File: src/rtl/pe_input_feeder.sv
// West-edge feeder for the PE array: accepts input vectors, skews them diagonally
// (row r delayed r cycles), tags tile-first elements, and drains at tile end.
// Optional bubble counter enabled by defining PE_INPUT_FEEDER_BUBBLE_CNT_EN.
module pe_input_feeder #(
    parameter int ROWS   = 2,
    parameter int DATA_W = 16
) (
    input  logic                     clk,
    input  logic                     rst,
    input  logic                     weights_loaded_in,
    input  logic                     vec_valid_in,
    output logic                     vec_ready_out,
    input  logic [ROWS*DATA_W-1:0]   vec_data_in,
    input  logic                     vec_last_in,
    output logic [ROWS-1:0]          row_valid_out,
    output logic [ROWS*DATA_W-1:0]   row_data_out,
    output logic [ROWS-1:0]          row_switch_out,
    output logic                     tile_done_out,
    output logic                     busy_out
`ifdef PE_INPUT_FEEDER_BUBBLE_CNT_EN
    ,
    output logic [15:0]              bubble_count_out
`endif
);

    typedef enum logic [1:0] {
        IDLE   = 2'd0,
        STREAM = 2'd1,
        DRAIN  = 2'd2
    } state_t;

    localparam int CNT_W = (ROWS > 1) ? $clog2(ROWS) + 1 : 1;

    state_t             state_reg, state_next;
    logic [CNT_W-1:0]   drain_cnt_reg, drain_cnt_next;
    logic               tile_done_reg, tile_done_next;
    logic               ready_comb;
    logic               accept;
    logic               first_accept;

    always_ff @(posedge clk) begin
        if (!rst) begin
            state_reg     <= IDLE;
            drain_cnt_reg <= '0;
            tile_done_reg <= 1'b0;
        end else begin
            state_reg     <= state_next;
            drain_cnt_reg <= drain_cnt_next;
            tile_done_reg <= tile_done_next;
        end
    end

    always_comb begin
        state_next     = state_reg;
        drain_cnt_next = drain_cnt_reg;
        tile_done_next = 1'b0;
        ready_comb     = 1'b0;
        first_accept   = 1'b0;

        case (state_reg)
            IDLE:    ready_comb = weights_loaded_in;
            STREAM:  ready_comb = 1'b1;
            default: ready_comb = 1'b0;
        endcase

        // Nothing is accepted while reset is being applied.
        accept = vec_valid_in & ready_comb & rst;

        case (state_reg)
            IDLE, STREAM: begin
                if (accept) begin
                    first_accept = (state_reg == IDLE);
                    if (vec_last_in) begin
                        if (ROWS == 1) begin
                            state_next     = IDLE;
                            tile_done_next = 1'b1;
                        end else begin
                            state_next     = DRAIN;
                            drain_cnt_next = CNT_W'(ROWS - 1);
                        end
                    end else begin
                        state_next = STREAM;
                    end
                end
            end
            DRAIN: begin
                if (drain_cnt_reg <= CNT_W'(1)) begin
                    state_next     = IDLE;
                    tile_done_next = 1'b1;
                end else begin
                    drain_cnt_next = drain_cnt_reg - CNT_W'(1);
                end
            end
            default: state_next = IDLE;
        endcase
    end

    assign vec_ready_out = ready_comb & rst;
    assign busy_out      = (state_reg != IDLE);
    assign tile_done_out = tile_done_reg;

    // Row r carries a chain of r+1 registers; stage 0 loads at accept, last stage drives the row.
    genvar gi;
    generate
        for (gi = 0; gi < ROWS; gi++) begin : g_row
            logic [DATA_W-1:0] data_pipe_reg [0:gi];
            logic [gi:0]       valid_pipe_reg;
            logic [gi:0]       switch_pipe_reg;

            always_ff @(posedge clk) begin
                if (!rst) begin
                    valid_pipe_reg  <= '0;
                    switch_pipe_reg <= '0;
                    for (int k = 0; k <= gi; k++) begin
                        data_pipe_reg[k] <= '0;
                    end
                end else begin
                    valid_pipe_reg[0]  <= accept;
                    switch_pipe_reg[0] <= accept & first_accept;
                    data_pipe_reg[0]   <= accept ? vec_data_in[gi*DATA_W +: DATA_W] : '0;
                    for (int k = 1; k <= gi; k++) begin
                        valid_pipe_reg[k]  <= valid_pipe_reg[k-1];
                        switch_pipe_reg[k] <= switch_pipe_reg[k-1];
                        data_pipe_reg[k]   <= data_pipe_reg[k-1];
                    end
                end
            end

            assign row_valid_out[gi]                  = valid_pipe_reg[gi];
            assign row_switch_out[gi]                 = switch_pipe_reg[gi];
            assign row_data_out[gi*DATA_W +: DATA_W]  = data_pipe_reg[gi];
        end
    endgenerate

`ifdef PE_INPUT_FEEDER_BUBBLE_CNT_EN
    logic [15:0] bubble_cnt_reg;

    always_ff @(posedge clk) begin
        if (!rst) begin
            bubble_cnt_reg <= '0;
        end else if (first_accept) begin
            bubble_cnt_reg <= '0;
        end else if (state_reg == STREAM && !vec_valid_in && bubble_cnt_reg != 16'hFFFF) begin
            bubble_cnt_reg <= bubble_cnt_reg + 16'd1;
        end
    end

    assign bubble_count_out = bubble_cnt_reg;
`endif

endmodule

File: config.mk
export PLATFORM = sky130hd
export DESIGN_NAME = pe_input_feeder
export DESIGN_NICKNAME = d
export VERILOG_FILES = /design/src/rtl/pe_input_feeder.sv
export SDC_FILE = /design/constraint.sdc
export NUM_CORES = 1
export LEC_CHECK = 0
export BUFFER_PORTS_ARGS = -buffer_cell sky130_fd_sc_hd__buf_2
export CORE_AREA = 2 2 70 72
export CTS_CLUSTER_SIZE = 20
export DETAILED_ROUTE_END_ITERATION = 12
export DIE_AREA = 0 0 72 74
export PLACE_DENSITY_LB_ADDON = 0.05
export SETUP_SLACK_MARGIN = 0.1
export SYNTH_ARGS = -nofsm -noshare
export SYNTH_HDL_FRONTEND = slang
export SYNTH_SLANG_ARGS = --single-unit
File: constraint.sdc
create_clock -name clk -period 1.1 [get_ports clk]
set_input_delay 0.11 -clock clk [delete_from_list [all_inputs] [get_ports clk]]
set_output_delay 0.11 -clock clk [all_outputs]
set_load 0.1 [all_outputs]
# After elaboration in Yosys (flattened, before gate mapping)
# Memories as Yosys holds them, arrays and structs flattened.
# Index checks and enable logic that the tools add are counted.
# op_classes
add_sub_neg	1
mul	0
n_div	0
n_lt_le_gt_ge	1
n_eq_ne	6
shift	0
n_mux	20
bitwise	6
n_reduce_logical	8
# op_table
cell	count
$mux 16	5
$reduce_or 16->1	1
$mux 2	6
$ne 2x2->1 const B	4
$pmux 2 s2	2
$mux 1	6
$and 1x1->1	4
$reduce_and 2->1	2
$reduce_and 4->1	1
$reduce_bool 2->1	2
$eq 2x1->1 const B	1
$eq 2x2->1 const B	1
$le 2x1->1 const B	1
$logic_not 2->1	1
$or 1x1->1	2
$pmux 1 s2	1
$reduce_or 2->1	1
$sub 2x1->2 const B	1
# word_totals
register_bits	11
latchBits	0
mem_bits_rw	48
romBits	0
wordCells	51
memories	2
# mem_list
name	words	width	rd	rd_clocked_by_memory_dff	write_ports	line	rtl
g_row[1].data_pipe_reg	2	16	2	0	2	106	logic [DATA_W-1:0] data_pipe_reg [0:gi];
g_row[0].data_pipe_reg	1	16	1	0	1	106	

# Depth between registers and ports, before layout
# depth
word_depth	7
mapped_depth	5
mapped_depth_nobuf	5

# Least setup slack after synthesis
# No wires, ideal clock.
# synth_timing
path_type	register to output
start	register state_reg[0]
end	output port vec_ready_out
t_arrival_ns	1.747
t_required_ns	0.990
setup_slack_ns	-0.757
path_stages_with_launch	3
n_path_buf	0
cell_sequence	dfxtp_1 > o21ai_2 > nor2_1
# synth_via
elab_chain_cells	3
word_cells_on_any_way	4
cone_classes	eq/ne: 1; mux: 1; bitwise: 1; reduce/logical: 1
# synth_rtl
element	line	rtl
from (decl)	34	state_t state_reg, state_next;
from (signal assigned)	47	state_reg <= state_next;
$eq 2x1->1 / $logic_not 2->1 (equally long branches)	60	case (state_reg)
$pmux 1 s2 (*)	60	
$and 1x1->1 (*)	98	assign vec_ready_out = ready_comb & rst;
to (decl)	12	output logic vec_ready_out,
# Mark *: on every way between the ends. The rest lies on a longest branch, timed or not.

# Final worst setup path
# layout_timing
start	register state_reg[1]
end	output port busy_out
# layout_via
elab_chain_cells	1
# layout_rtl
element	line	rtl
$reduce_bool 2->1	99	assign busy_out = (state_reg != IDLE);
to (decl)	19	output logic busy_out
# No other way between the ends.

==> results.yml <==
routing:
  route.detailed.drc: 0
  ant_nets: 0
  drt_wl_total_um: 4470
  viasPerCell: 4.35
  dr_total_vias: 1418
  drt_first_pass_iters: 4
  1st_iter_drt_viols: 62
  drt-wirelength-per-cell_um: 13.7
yosys:
  synth.yosys.seq_area_share: 0.622
  post_synth_instance_area_um2: 1830
  synthDistinctLibCells: 25
  synth.ff_latch_count: 57
  ys.warnings.count: 0
  mappedNetlistNets: 195
  synth_area_per_cell_um2: 11.7
  postSynthCellCount: 157
setup_path:
  worst_ep_required_time_ns: 0.99
  critPathBufInv: 2
  crit_family: "flip-flops"
  crit_path_top_delay_cell: "dfxtp_4"
  cpPeakStageDelay_ns: 0.34
  timing.setup.critical_path_class: "reg -> out"
  worstPathMaxFanout: 2
  crit_chain: "buf_6, or2_4, buf_12"
  timing.critical_path.arrival_ns: 1.18
  startpoint_type: "register"
  crit_path_end_kind: "primary output"
sta:
  setup_viol: 38
  timing_worst_slew_pin_value_ns: 0.257
  finalWorstSetupSlack_ns: -0.188
  setup_total_negative_slack_ns: -4.73
  rsz0062_at_grt: "true"
  period_utilization_post_route: 1.17
  fmax_ghz: 0.777
  drv_slew: 0
  timing.final.crit_period_ns: 1.29
  final_hold_viol_count: 0
  worst_clock_skew_ns: 0.00297
  timing.slew.headroom: 0.828
grt:
  grt_first_pass_wirelength_um: 6730
  grt_max_degree: 27
  globalRouteTotalUtil: 0.175
  number_of_antenna_violations_at_the_first_check_in_global_routing: 0
  vias_in_the_first_global_route: 1496
  gr-total-overflow: 0
floorplanning:
  i_o_pin_count: 76
  num_rows: 25
  design.core.area_um2: 4600
  fp.dieW_um: 72
  initial_core_util: 0.399
  die_h_um: 74
  dieArea_um2: 5330
clocking:
  clock-sinks: 57
  maximum_root_to_sink_buffer_count: 2
  clock_tree.root_cell: "clkbuf_8"
  cts.htree.levels: 3
  insertion_delay_ns: 0.32
  numCtsBuffers: 9
  cts.reportedPaths.clkPinSlew_ns: 0.06
  tritoncts: "yes"
layout:
  num_antenna_cells: 0
  post_layout_net_count: 306
  areaGrowthSynthToFinish_pct: 93.4
  final_core_utilization: 0.771
  flip_flop_count_of_the_largest_register_all_copies_and_words_added: 48
  layout-drive-gt1-share: 0.651
power:
  internal_power_w: 0.00337
  net-switching-power_w: 0.00122
  power_frac_comb: 0.175
  p_clk_frac: 0.354
  pwr_cell_area_nw_per_um2: 1290
  p_sw_frac: 0.266
  power.ir.vdd_worst_mv: 0.856
  p_leak_nw: 1.57
  sequentialPowerShare: 0.471
status:
  status: "finished with violations"
  failed_checks: "setup timing"
placed_design:
  gpl.final_weighted_congestion: 0.761
  io_buffers: 75
  detailedPlacementHpwl_um: 2590
min_path:
  worstHoldPathType: "in -> reg"
job:
  max_cap_viol_count: 0
-- synth_stat cells --
library cell,number,area [um2]
and2_1,51,319
nand2_1,1,3.75
buf_6,3,33.8
a211oi_1,1,7.51
dfxtp_1,57,1140
or2_2,1,6.26
nor3b_4,1,18.8
a21boi_0,2,15.0
buf_2,1,5.00
o21ai_2,1,8.76
o21ba_2,1,10.0
mux2i_1,1,10.0
nor4b_1,1,8.76
clkbuf_1,2,7.51
ha_1,1,12.5
inv_1,3,11.3
nor2_1,1,3.75
o21ai_0,1,5.00
and4bb_1,1,12.5
nor2b_1,2,12.5
nand3_1,1,5.00
o21a_1,1,7.51
buf_4,19,143
o22ai_1,1,6.26
o211a_1,2,20.0
-- routing by layer --
metal / vias up / part of all wire / GRT usage
met5: - / 0 / 0
met4: 0 / 0.022 / 0.0943
met3: 13 / 0.047 / 0.0610
met2: 49 / 0.57 / 0.321
met1: 662 / 0.36 / 0.174
li1: 694 / - / -
-- worst register-to-register path, stage by stage (launching register included) --
cell and delay, ns:
dfxtp_4 0.37, o21ai_4 0.06, buf_6 0.12, nor3b_4 0.21
buf_6 0.17, clkbuf_16 0.15, and2_4 0.13
-- cells by family after synthesis --
family | Yosys count | share of synthesized area
simple gates | 60 | 0.213
flops | 57 | 0.622
buf+inv | 28 | 0.109
compound gates | 10 | 0.0437
mux | 1 | 0.00546
fa+ha+maj | 1 | 0.00682
-- per-stage QoR --
stage	hold slack (ns)	setup WS, ns	cell area (um2)	cells	power, W
floorplan	0.232	-0.0276	1900	157	0.00258
global placement	0.309	-0.0479	2800	268	0.00282
detailed placement	0.313	-0.140	2800	268	0.00283
CTS	0.00851	-0.196	3440	325	0.00458
global route	0.00813	-0.218	3550	326	0.00477
finish	0.0270	-0.188	3550	326	0.00459
-- power by group through the flow --
stage,Clock [W],Combinational (W),Sequential (W)
2_1_floorplan,0,0.000252,0.00233
3_3_place_gp,0,0.000615,0.00221
3_5_place_dp,0,0.000625,0.00221
4_1_cts,0.00165,0.000767,0.00216
5_1_grt,0.00177,0.000836,0.00216
6_report,0.00163,0.000801,0.00216
-- worst paths after layout --
| check | start | to | slack [ns] | cells after the start |
|---|---|---|---|---|
| setup / recovery | state_reg[1] | busy_out | -0.19 | 3 |
| hold / removal | vec_data_in[12] | g_row[0].data_pipe_reg[0][12] | 0.03 | 2 |
| setup reg to reg | state_reg[0] | g_row[0].data_pipe_reg[0][14] | -0.16 | 6 |
| hold reg to reg | g_row[1].data_pipe_reg[0][9] | g_row[1].data_pipe_reg[0][25] | 0.43 | 1 |
-- repair_timing --
| item | in CTS | in global routing |
|---|---|---|
| setup buffers | 11 | 0 |
| pin swaps | 14 | 22 |
| gates resized for setup | 21 | 33 |
| cloned | 2 | 1 |
| hold buffers | 29 | 0 |
| hold endpoints to repair | 29 | 0 |
| endpoints found under the setup margin | 42 | 51 |
-- cell type report --
cell class | count | area [um2]
repair buffers | 125 | 1510
flip-flops and latches | 57 | 1190
fillers | 300 | 1050
multi-input cells | 72 | 612
clock buffers | 12 | 145
well taps | 54 | 67.6
clock inverters | 3 | 17.5
inverters | 3 | 11.3
-- layout by cell type, fill, tap and decap left out, drive strengths merged, types with 2 or more instances in the layout --
| cell | n |
|---|---|
| inv | 3 |
| nor2b | 2 |
| dfxtp | 57 |
| o211a | 2 |
| clkbuf | 13 |
| buf | 95 |
| dlygate4sd3 | 29 |
| clkinv | 2 |
| a21boi | 2 |
| o21ai | 2 |
| and2 | 51 |
No activity file was read; power rests on OpenSTA's default activity.
